File: config.mk
export PLATFORM = sky130hd
export DESIGN_NAME = mem_arbiter
export DESIGN_NICKNAME = d
export VERILOG_FILES = /design/src/rtl/little_mem_pkg.sv /design/src/rtl/mem_req_slot.sv /design/src/rtl/mem_arbiter.sv
export SDC_FILE = /design/constraint.sdc
export NUM_CORES = 1
export LEC_CHECK = 0
export BUFFER_PORTS_ARGS = -buffer_cell sky130_fd_sc_hd__buf_2
export CAP_MARGIN = 20
export CORE_ASPECT_RATIO = 1.5
export CORE_MARGIN = 3
export CORE_UTILIZATION = 50
export DETAILED_ROUTE_END_ITERATION = 10
export PLACE_DENSITY = 0.74
export SLEW_MARGIN = 20
export SYNTH_ARGS = -nofsm -noshare
export SYNTH_HDL_FRONTEND = slang
export SYNTH_SLANG_ARGS = --single-unit
File: constraint.sdc
create_clock -name clk -period 2.4 [get_ports clk]
set_clock_uncertainty 0.15 [all_clocks]
set_input_delay 0.36 -clock clk [delete_from_list [all_inputs] [get_ports clk]]
set_output_delay 0.36 -clock clk [all_outputs]
set_load 0.02 [all_outputs]
File: src/rtl/little_mem_pkg.sv
// Shared types and constants for the two-port memory arbiter.
//   arb_state_e     : arbiter FSM states (IDLE, WAIT)
//   port_e          : requesting port select (PORT_I instruction, PORT_D data)
//   DEFAULT_TIMEOUT : default response timeout in WAIT cycles
//   rr_pick         : round-robin choice between two eligible ports
package little_mem_pkg;

    typedef enum logic {
        IDLE = 1'b0,
        WAIT = 1'b1
    } arb_state_e;

    typedef enum logic {
        PORT_I = 1'b0,
        PORT_D = 1'b1
    } port_e;

    localparam int unsigned DEFAULT_TIMEOUT = 255;

    // When both ports are eligible, the one not granted last wins.
    function automatic port_e rr_pick(input logic elig_i, input logic elig_d, input port_e last);
        if (elig_i && elig_d) begin
            return (last == PORT_I) ? PORT_D : PORT_I;
        end else if (elig_i) begin
            return PORT_I;
        end else begin
            return PORT_D;
        end
    endfunction

endpackage

File: src/rtl/mem_req_slot.sv
// Single-entry pending-request slot for one arbiter port.
//   clk, reset         : clock, asynchronous active-low reset
//   req                : one-cycle request pulse
//   req_addr/wdata/wstrb : request fields captured with the pulse
//   clear              : release the slot (response or abort delivered)
//   busy               : slot holds a request (pending or in flight)
//   addr/wdata/wstrb   : stored fields while busy, otherwise the live inputs,
//                        so a same-cycle pulse can be granted without delay
module mem_req_slot (
    input  logic        clk,
    input  logic        reset,
    input  logic        req,
    input  logic [31:0] req_addr,
    input  logic [31:0] req_wdata,
    input  logic [3:0]  req_wstrb,
    input  logic        clear,
    output logic        busy,
    output logic [31:0] addr,
    output logic [31:0] wdata,
    output logic [3:0]  wstrb
);

    logic [31:0] addr_q;
    logic [31:0] wdata_q;
    logic [3:0]  wstrb_q;

    always_ff @(posedge clk or negedge reset) begin
        if (!reset) begin
            busy    <= 1'b0;
            addr_q  <= '0;
            wdata_q <= '0;
            wstrb_q <= '0;
        end else if (clear) begin
            busy <= 1'b0;
        end else if (req && !busy) begin
            // A pulse while busy is dropped: one outstanding request per port.
            busy    <= 1'b1;
            addr_q  <= req_addr;
            wdata_q <= req_wdata;
            wstrb_q <= req_wstrb;
        end
    end

    assign addr  = busy ? addr_q  : req_addr;
    assign wdata = busy ? wdata_q : req_wdata;
    assign wstrb = busy ? wstrb_q : req_wstrb;

endmodule

File: src/rtl/mem_arbiter.sv
// Two-port (instruction/data) arbiter in front of a single-cycle-response memory.
//   clk, reset                          : clock, asynchronous active-low reset
//   i_mem_ready, i_mem_addr             : instruction read request pulse + address
//   i_mem_valid, i_mem_rdata, i_mem_err : instruction response pulse, data, abort flag
//   d_mem_ready, d_mem_addr, d_mem_wdata, d_mem_wstrb : data request pulse + fields
//   d_mem_valid, d_mem_rdata, d_mem_err : data response pulse, data, abort flag
//   mem_ready, mem_instr, mem_addr, mem_wdata, mem_wstrb : request to memory
//   mem_valid, mem_rdata                : memory response
// TIMEOUT: WAIT cycles allowed before an outstanding request is aborted.
module mem_arbiter
    import little_mem_pkg::*;
#(
    parameter int unsigned TIMEOUT = DEFAULT_TIMEOUT
) (
    input  logic        clk,
    input  logic        reset,
    input  logic        i_mem_ready,
    input  logic [31:0] i_mem_addr,
    output logic        i_mem_valid,
    output logic [31:0] i_mem_rdata,
    output logic        i_mem_err,
    input  logic        d_mem_ready,
    input  logic [31:0] d_mem_addr,
    input  logic [31:0] d_mem_wdata,
    input  logic [3:0]  d_mem_wstrb,
    output logic        d_mem_valid,
    output logic [31:0] d_mem_rdata,
    output logic        d_mem_err,
    output logic        mem_ready,
    output logic        mem_instr,
    output logic [31:0] mem_addr,
    output logic [31:0] mem_wdata,
    output logic [3:0]  mem_wstrb,
    input  logic        mem_valid,
    input  logic [31:0] mem_rdata
);

    // Counter only needs to reach TIMEOUT-1.
    localparam int unsigned CNT_W = (TIMEOUT > 1) ? $clog2(TIMEOUT) : 1;
    localparam logic [CNT_W-1:0] CNT_LAST = CNT_W'(TIMEOUT - 1);

    arb_state_e       state;
    port_e            granted;
    port_e            last_grant;
    port_e            grant;
    logic [CNT_W-1:0] wait_cnt;

    logic        i_busy, d_busy;
    logic [31:0] i_addr, i_wdata, d_addr, d_wdata;
    logic [3:0]  i_wstrb, d_wstrb;
    logic        elig_i, elig_d;
    logic        timeout_hit, done;
    logic        clear_i, clear_d;

    mem_req_slot u_slot_i (
        .clk       (clk),
        .reset     (reset),
        .req       (i_mem_ready),
        .req_addr  (i_mem_addr),
        .req_wdata (32'h0),
        .req_wstrb (4'h0),
        .clear     (clear_i),
        .busy      (i_busy),
        .addr      (i_addr),
        .wdata     (i_wdata),
        .wstrb     (i_wstrb)
    );

    mem_req_slot u_slot_d (
        .clk       (clk),
        .reset     (reset),
        .req       (d_mem_ready),
        .req_addr  (d_mem_addr),
        .req_wdata (d_mem_wdata),
        .req_wstrb (d_mem_wstrb),
        .clear     (clear_d),
        .busy      (d_busy),
        .addr      (d_addr),
        .wdata     (d_wdata),
        .wstrb     (d_wstrb)
    );

    // In IDLE nothing is in flight, so a busy slot is simply pending.
    assign elig_i      = i_busy || i_mem_ready;
    assign elig_d      = d_busy || d_mem_ready;
    assign grant       = rr_pick(elig_i, elig_d, last_grant);
    // A response on the final WAIT cycle wins over the abort.
    assign timeout_hit = (state == WAIT) && !mem_valid && (wait_cnt == CNT_LAST);
    assign done        = (state == WAIT) && (mem_valid || timeout_hit);
    assign clear_i     = done && (granted == PORT_I);
    assign clear_d     = done && (granted == PORT_D);

    always_ff @(posedge clk or negedge reset) begin
        if (!reset) begin
            state       <= IDLE;
            granted     <= PORT_I;
            last_grant  <= PORT_D;
            wait_cnt    <= '0;
            mem_ready   <= 1'b0;
            mem_instr   <= 1'b0;
            mem_addr    <= '0;
            mem_wdata   <= '0;
            mem_wstrb   <= '0;
            i_mem_valid <= 1'b0;
            i_mem_rdata <= '0;
            i_mem_err   <= 1'b0;
            d_mem_valid <= 1'b0;
            d_mem_rdata <= '0;
            d_mem_err   <= 1'b0;
        end else begin
            mem_ready   <= 1'b0;
            i_mem_valid <= 1'b0;
            i_mem_err   <= 1'b0;
            d_mem_valid <= 1'b0;
            d_mem_err   <= 1'b0;
            case (state)
                IDLE: begin
                    if (elig_i || elig_d) begin
                        state      <= WAIT;
                        granted    <= grant;
                        last_grant <= grant;
                        wait_cnt   <= '0;
                        mem_ready  <= 1'b1;
                        if (grant == PORT_I) begin
                            mem_instr <= 1'b1;
                            mem_addr  <= i_addr;
                            mem_wdata <= i_wdata;
                            mem_wstrb <= i_wstrb;
                        end else begin
                            mem_instr <= 1'b0;
                            mem_addr  <= d_addr;
                            mem_wdata <= d_wdata;
                            mem_wstrb <= d_wstrb;
                        end
                    end
                end
                WAIT: begin
                    if (done) begin
                        state    <= IDLE;
                        wait_cnt <= '0;
                        if (granted == PORT_I) begin
                            i_mem_valid <= 1'b1;
                            i_mem_err   <= timeout_hit;
                            i_mem_rdata <= mem_valid ? mem_rdata : 32'h0;
                        end else begin
                            d_mem_valid <= 1'b1;
                            d_mem_err   <= timeout_hit;
                            d_mem_rdata <= mem_valid ? mem_rdata : 32'h0;
                        end
                    end else begin
                        wait_cnt <= wait_cnt + CNT_W'(1);
                    end
                end
                default: state <= IDLE;
            endcase
        end
    end

endmodule

---- Yosys cells after proc, flatten, opt, wreduce, memory -nomap -nowiden ----
Index checks and enable logic that the tools add are counted.
word-level totals
  register bits after elaboration ......... 251
  bits of input ports ..................... 137
  output and inout bits ................... 138
  logic and storage cells ................. 85
cells by class
  add/subtract/negate cells ............... 1
  eq/ne operators ......................... 2
  muxes and demuxes ....................... 35
  bitwise operators ....................... 4
  reductions and logical operators ........ 22
operators by type and width
  cell                   number
  $mux W32               6
  $mux W1                23
  $mux W8                2
  $pmux W8 S2            1
  $add A8 B1 Y8 const B  1
  $eq A8 B8 Y1 const B   1
  $logic_and A1 B1 Y1    8
  $mux W4                2
  $reduce_and A2 Y1      3
  $reduce_and A3 Y1      2
  $logic_or A1 B1 Y1     4
  $not A1 Y1             4
  $reduce_bool A2 Y1     2
  $logic_not A1 Y1       3
  $ne A2 B2 Y1 const B   1
  $pmux W1 S2            1

---- Longest topological paths before layout ----
  depth after elaboration ................. 8
  mapped depth ............................ 8
  mapped depth without buffers ............ 6

---- Modules after synthesis ----
Synthesis repeated with hierarchy kept, for this count alone.
unflattened totals
  cell total of the unflattened synthesis .. 906
  area total of the unflattened synthesis .. 12726.0 µm²
by module, submodules not included
  module        instances  cells each  area an instance (µm²)  sequential area each (µm²)
  mem_req_slot  2          223         3368.2                  1726.7
  mem_arbiter   1          460         5989.5                  3729.8

---- Least setup slack after synthesis ----
OpenSTA, ideal clock, no wires.
  path kind ............................... reg2reg
  start ................................... reg wait_cnt[0]
  end ..................................... reg u_slot_d.wdata_q[14]
  library setup time ...................... 0.125 ns
  data arrival time ....................... 1.751 ns
  required time ........................... 2.125 ns
  setup slack ............................. 0.373 ns
  stages on the path, launching flop included .. 9
  buffers on the path ..................... 2
  clock period less this slack ............ 2.027 ns
  path through ............................ dfrtp_1 inv_1 ha_1 and3_1 nand2_1 o21ai_2 buf_6 buf_8 mux2_4
on the way
  word-level cells in the longest chain between the ends .. 7
ends and longest elaborated chain
  element                      line                RTL
  start, declared              mem_arbiter.sv:46   logic [CNT_W-1:0] wait_cnt;
  start signal, assigned       mem_arbiter.sv:151  wait_cnt <= wait_cnt + CNT_W'(1);
  $eq A8 B8 Y1                 mem_arbiter.sv:88   assign timeout_hit = (state == WAIT) && !mem_valid && (wait_cnt == CNT_LAST);
  $logic_and A1 B1 Y1          mem_arbiter.sv:88
  $logic_or A1 B1 Y1           mem_arbiter.sv:89   assign done = (state == WAIT) && (mem_valid || timeout_hit);
  $logic_and A1 B1 Y1          mem_arbiter.sv:89
  $logic_and A1 B1 Y1          mem_arbiter.sv:91   assign clear_d = done && (granted == PORT_D);
  $not A1 Y1 (no line)         -
  $reduce_and A2 Y1 (no line)  -
  end signal, assigned         mem_req_slot.sv:39  wdata_q <= req_wdata;
  end, declared                mem_req_slot.sv:24  logic [31:0] wdata_q;
No other way between the ends.
A chain may end at the register's enable or synchronous reset.

---- Final worst setup path ----
  start ................................... reg wait_cnt[0]
  end ..................................... reg u_slot_i.addr_q[5]
on the way
  word-level cells in the longest chain between the ends .. 7
ends and longest elaborated chain
  element                      line                RTL
  $eq A8 B8 Y1                 mem_arbiter.sv:88
  $logic_and A1 B1 Y1          mem_arbiter.sv:88
  $logic_or A1 B1 Y1           mem_arbiter.sv:89
  $logic_and A1 B1 Y1          mem_arbiter.sv:89
  $logic_and A1 B1 Y1          mem_arbiter.sv:90   assign clear_i = done && (granted == PORT_I);
  $not A1 Y1 (no line)         -
  $reduce_and A2 Y1 (no line)  -
  end signal, assigned         mem_req_slot.sv:38  addr_q <= req_addr;
  end, declared                mem_req_slot.sv:23  logic [31:0] addr_q;
No other way between the ends.

==> impl_metrics.ini <==
[die]
die_w_um = 124
core_region_area_um2 = 20500
ios = 275
row_count = 64
die-area_um2 = 22800
die_h_um = 183
start_util_pct = 51.2

[critical_path]
worstPathArrival_ns = 2.47
start_kind = flop
path_buf_inv = 3
end_kind = flop
crit_chain = inv_1 -> ha_1 -> and3_1 -> nand2_1 -> buf_4 -> o21ai_4 -> buf_12 -> mux2_2
crit_type = reg2reg
cp_top_family = buffers and inverters
slowest_stage = dfrtp_1
worstPathRequired_ns = 2.65
slowest_delay_ns = 0.44
path_max_fanout = 32

[synthesis]
synth_warnings = 0
synth_edf_count = 0
synth_cells = 784
synth-main-ff-cell = dfrtp_1
ys_types = 42
synthArstFlopShare_pct = 100
yosys.area.top_type = dfrtp_1
ys_seq_area_share_pct = 59.9
synth_area_leaders = dfrtp_1 (60%), mux2i_1 (9.5%), mux2_2 (8.5%)
synthDominantCellAreaShare_pct = 59.6
syn_area_um2 = 10500
synth_area_per_cell_um2 = 13.4
ys_ff_latch = 251
syn_nets = 923

[final_layout]
stdcell_count = 1472
final_cell_mix = buf_2 (273), dfrtp_1 (248), dlygate4sd3_1 (133)
drive_above_1_share_pct = 37.6
area_delta_synth_final_pct = 37.9
nets = 1328
layout_commonest_cell = buf_2

[global_routing]
grt_antenna_before_repair = 2
grt_overflow_total = 0
track_usage_pct = 25.3
grt_pass1_wl_um = 46900
grt_pass1_vias = 8704
grt_max_degree = 67

[route]
drt-pass1-iter-count = 5
wl_um = 29300
wire_per_inst_um = 19.9
num_vias = 8154
ant_nets = 0
drt_iter0_markers = 464
vias_per_cell = 5.54
drc = 0

[sta]
max_freq_mhz = 451
finalHoldWorstSlack_ns = 0.0503
final.setup.tns_ns = 0
post-route-period-util_pct = 92.4
tightest_slew_ns = 1.06
slew_headroom_pct = 28.8
rsz0062_at_grt = no
setup_violations = 0
finalWorstSetupSlack_ns = 0.182
post-route-min-period_ns = 2.22
hold_viol = 0
drv_slew = 0

[clocking]
path_clk_slew_ns = 0.06
cts_tree = built
cts_root_buf = clkbuf_16
h-tree-depth = 1
numCtsBuffers = 24
insertion_delay_ns = 0.52
cts_setup_buffers = 0
clockBufferDepth = 3
clock-sinks = 251
cts_hold_buf = 133
cts_resized = 0

[flow_run]
cap_violations = 0

[pwr]
ir_worst_vdd_mv = 0.865
power.leakage_nw = 7.38
power.density_nw_per_um2 = 1330

[min_path]
hp-class = in2reg

[run_status]
status = finished clean

[placement]
dpl.cell_count = 1294
portBuffers = 274
dp_hpwl_um = 18000
gp_congestion = 0.834
dp_slack_ns = 0.211
cell usage after synthesis, drive strengths merged, types with 2 or more instances:
master,n
nand2,80
nand2b,2
dfrtp,250
inv,7
nor3,2
nand3,7
nor3b,2
mux2i,100
nor4,2
buf,19
o21bai,2
a21oi,8
nor2,5
o221ai,32
mux2,100
o21ai,45
and3,4
ha,2
a22o,64
nor2b,2
o21a,2
clkbuf,36
worst paths after layout:
check / start / end / slack, ns / cells after the start
max: wait_cnt[0]$_DFFE_PN0P_ / u_slot_i.addr_q[5]$_DFFE_PN0P_ / 0.18 / 8
min: d_mem_ready / u_slot_d.busy$_DFFE_PN0P_ / 0.05 / 3
max reg2reg: wait_cnt[0]$_DFFE_PN0P_ / u_slot_i.addr_q[5]$_DFFE_PN0P_ / 0.18 / 8
min reg2reg: mem_instr$_DFFE_PN0P_ / mem_instr$_DFFE_PN0P_ / 0.33 / 2
max in group asynchronous: reset / u_slot_d.wdata_q[4]$_DFFE_PN0P_ / 1.12 / 3
min in group asynchronous: reset / d_mem_rdata[30]$_DFFE_PN0P_ / 0.24 / 2
cells by family after synthesis:
logic type                 share of synthesized area, %
DFF                                                59.9
and+or+nand+nor                                    4.77
muxes                                              21.0
buffers and inverters                              2.96
AOI/OAI and AO/OA                                  11.2
adders and majority gates                         0.238
per-stage QoR:
stage                     total power, mW  area (um^2)  util (%)
after floorplan                      12.5        10500         -
after global placement               14.8        12300      60.1
after detailed placement             15.1        12300      60.1
after CTS                            19.3        14500      70.6
after global routing                 20.3        14500      70.6
final                                19.3        14500      70.6
worst min-delay path, cell delays in order:
cell and delay (ns):
buf_2 0.11, nor2_1 0.09, nor2b_1 0.11
power by group:
| group | internal (mW) | switching, mW |
|---|---|---|
| Sequential | 6.18 | 1.09 |
| Clock | 2.30 | 1.64 |
| Combinational | 3.63 | 4.42 |
| Total | 12.1 | 7.15 |
registers in the layout (all words and copies together) (netlist names), 4 cells and up:
signal and flops:
mem_addr 32, mem_wdata 32, d_mem_rdata 32, u_slot_i.addr_q 32
i_mem_rdata 32, u_slot_d.wdata_q 32, u_slot_d.wstrb_q 4, u_slot_d.addr_q 32
wait_cnt 8, mem_wstrb 4
layer usage:
metal	up-vias	GRT usage, %	part of all wire (%)
met5	-	0	0.038
met4	2	9.30	3.2
met3	71	4.24	5.0
met2	279	45.3	53
met1	4131	30.9	39
li1	3671	-	-
cell type report:
type / instances / area (um^2)
clock inverters: 13 / 158
well taps: 264 / 330
fillers: 1372 / 6020
repair buffers: 434 / 3070
clock buffers: 30 / 664
multi-input cells: 471 / 3940
flip-flops and latches: 251 / 6290
diodes: 2 / 5.00
inverters: 7 / 26.3
No activity file was read; power rests on OpenSTA's default activity.
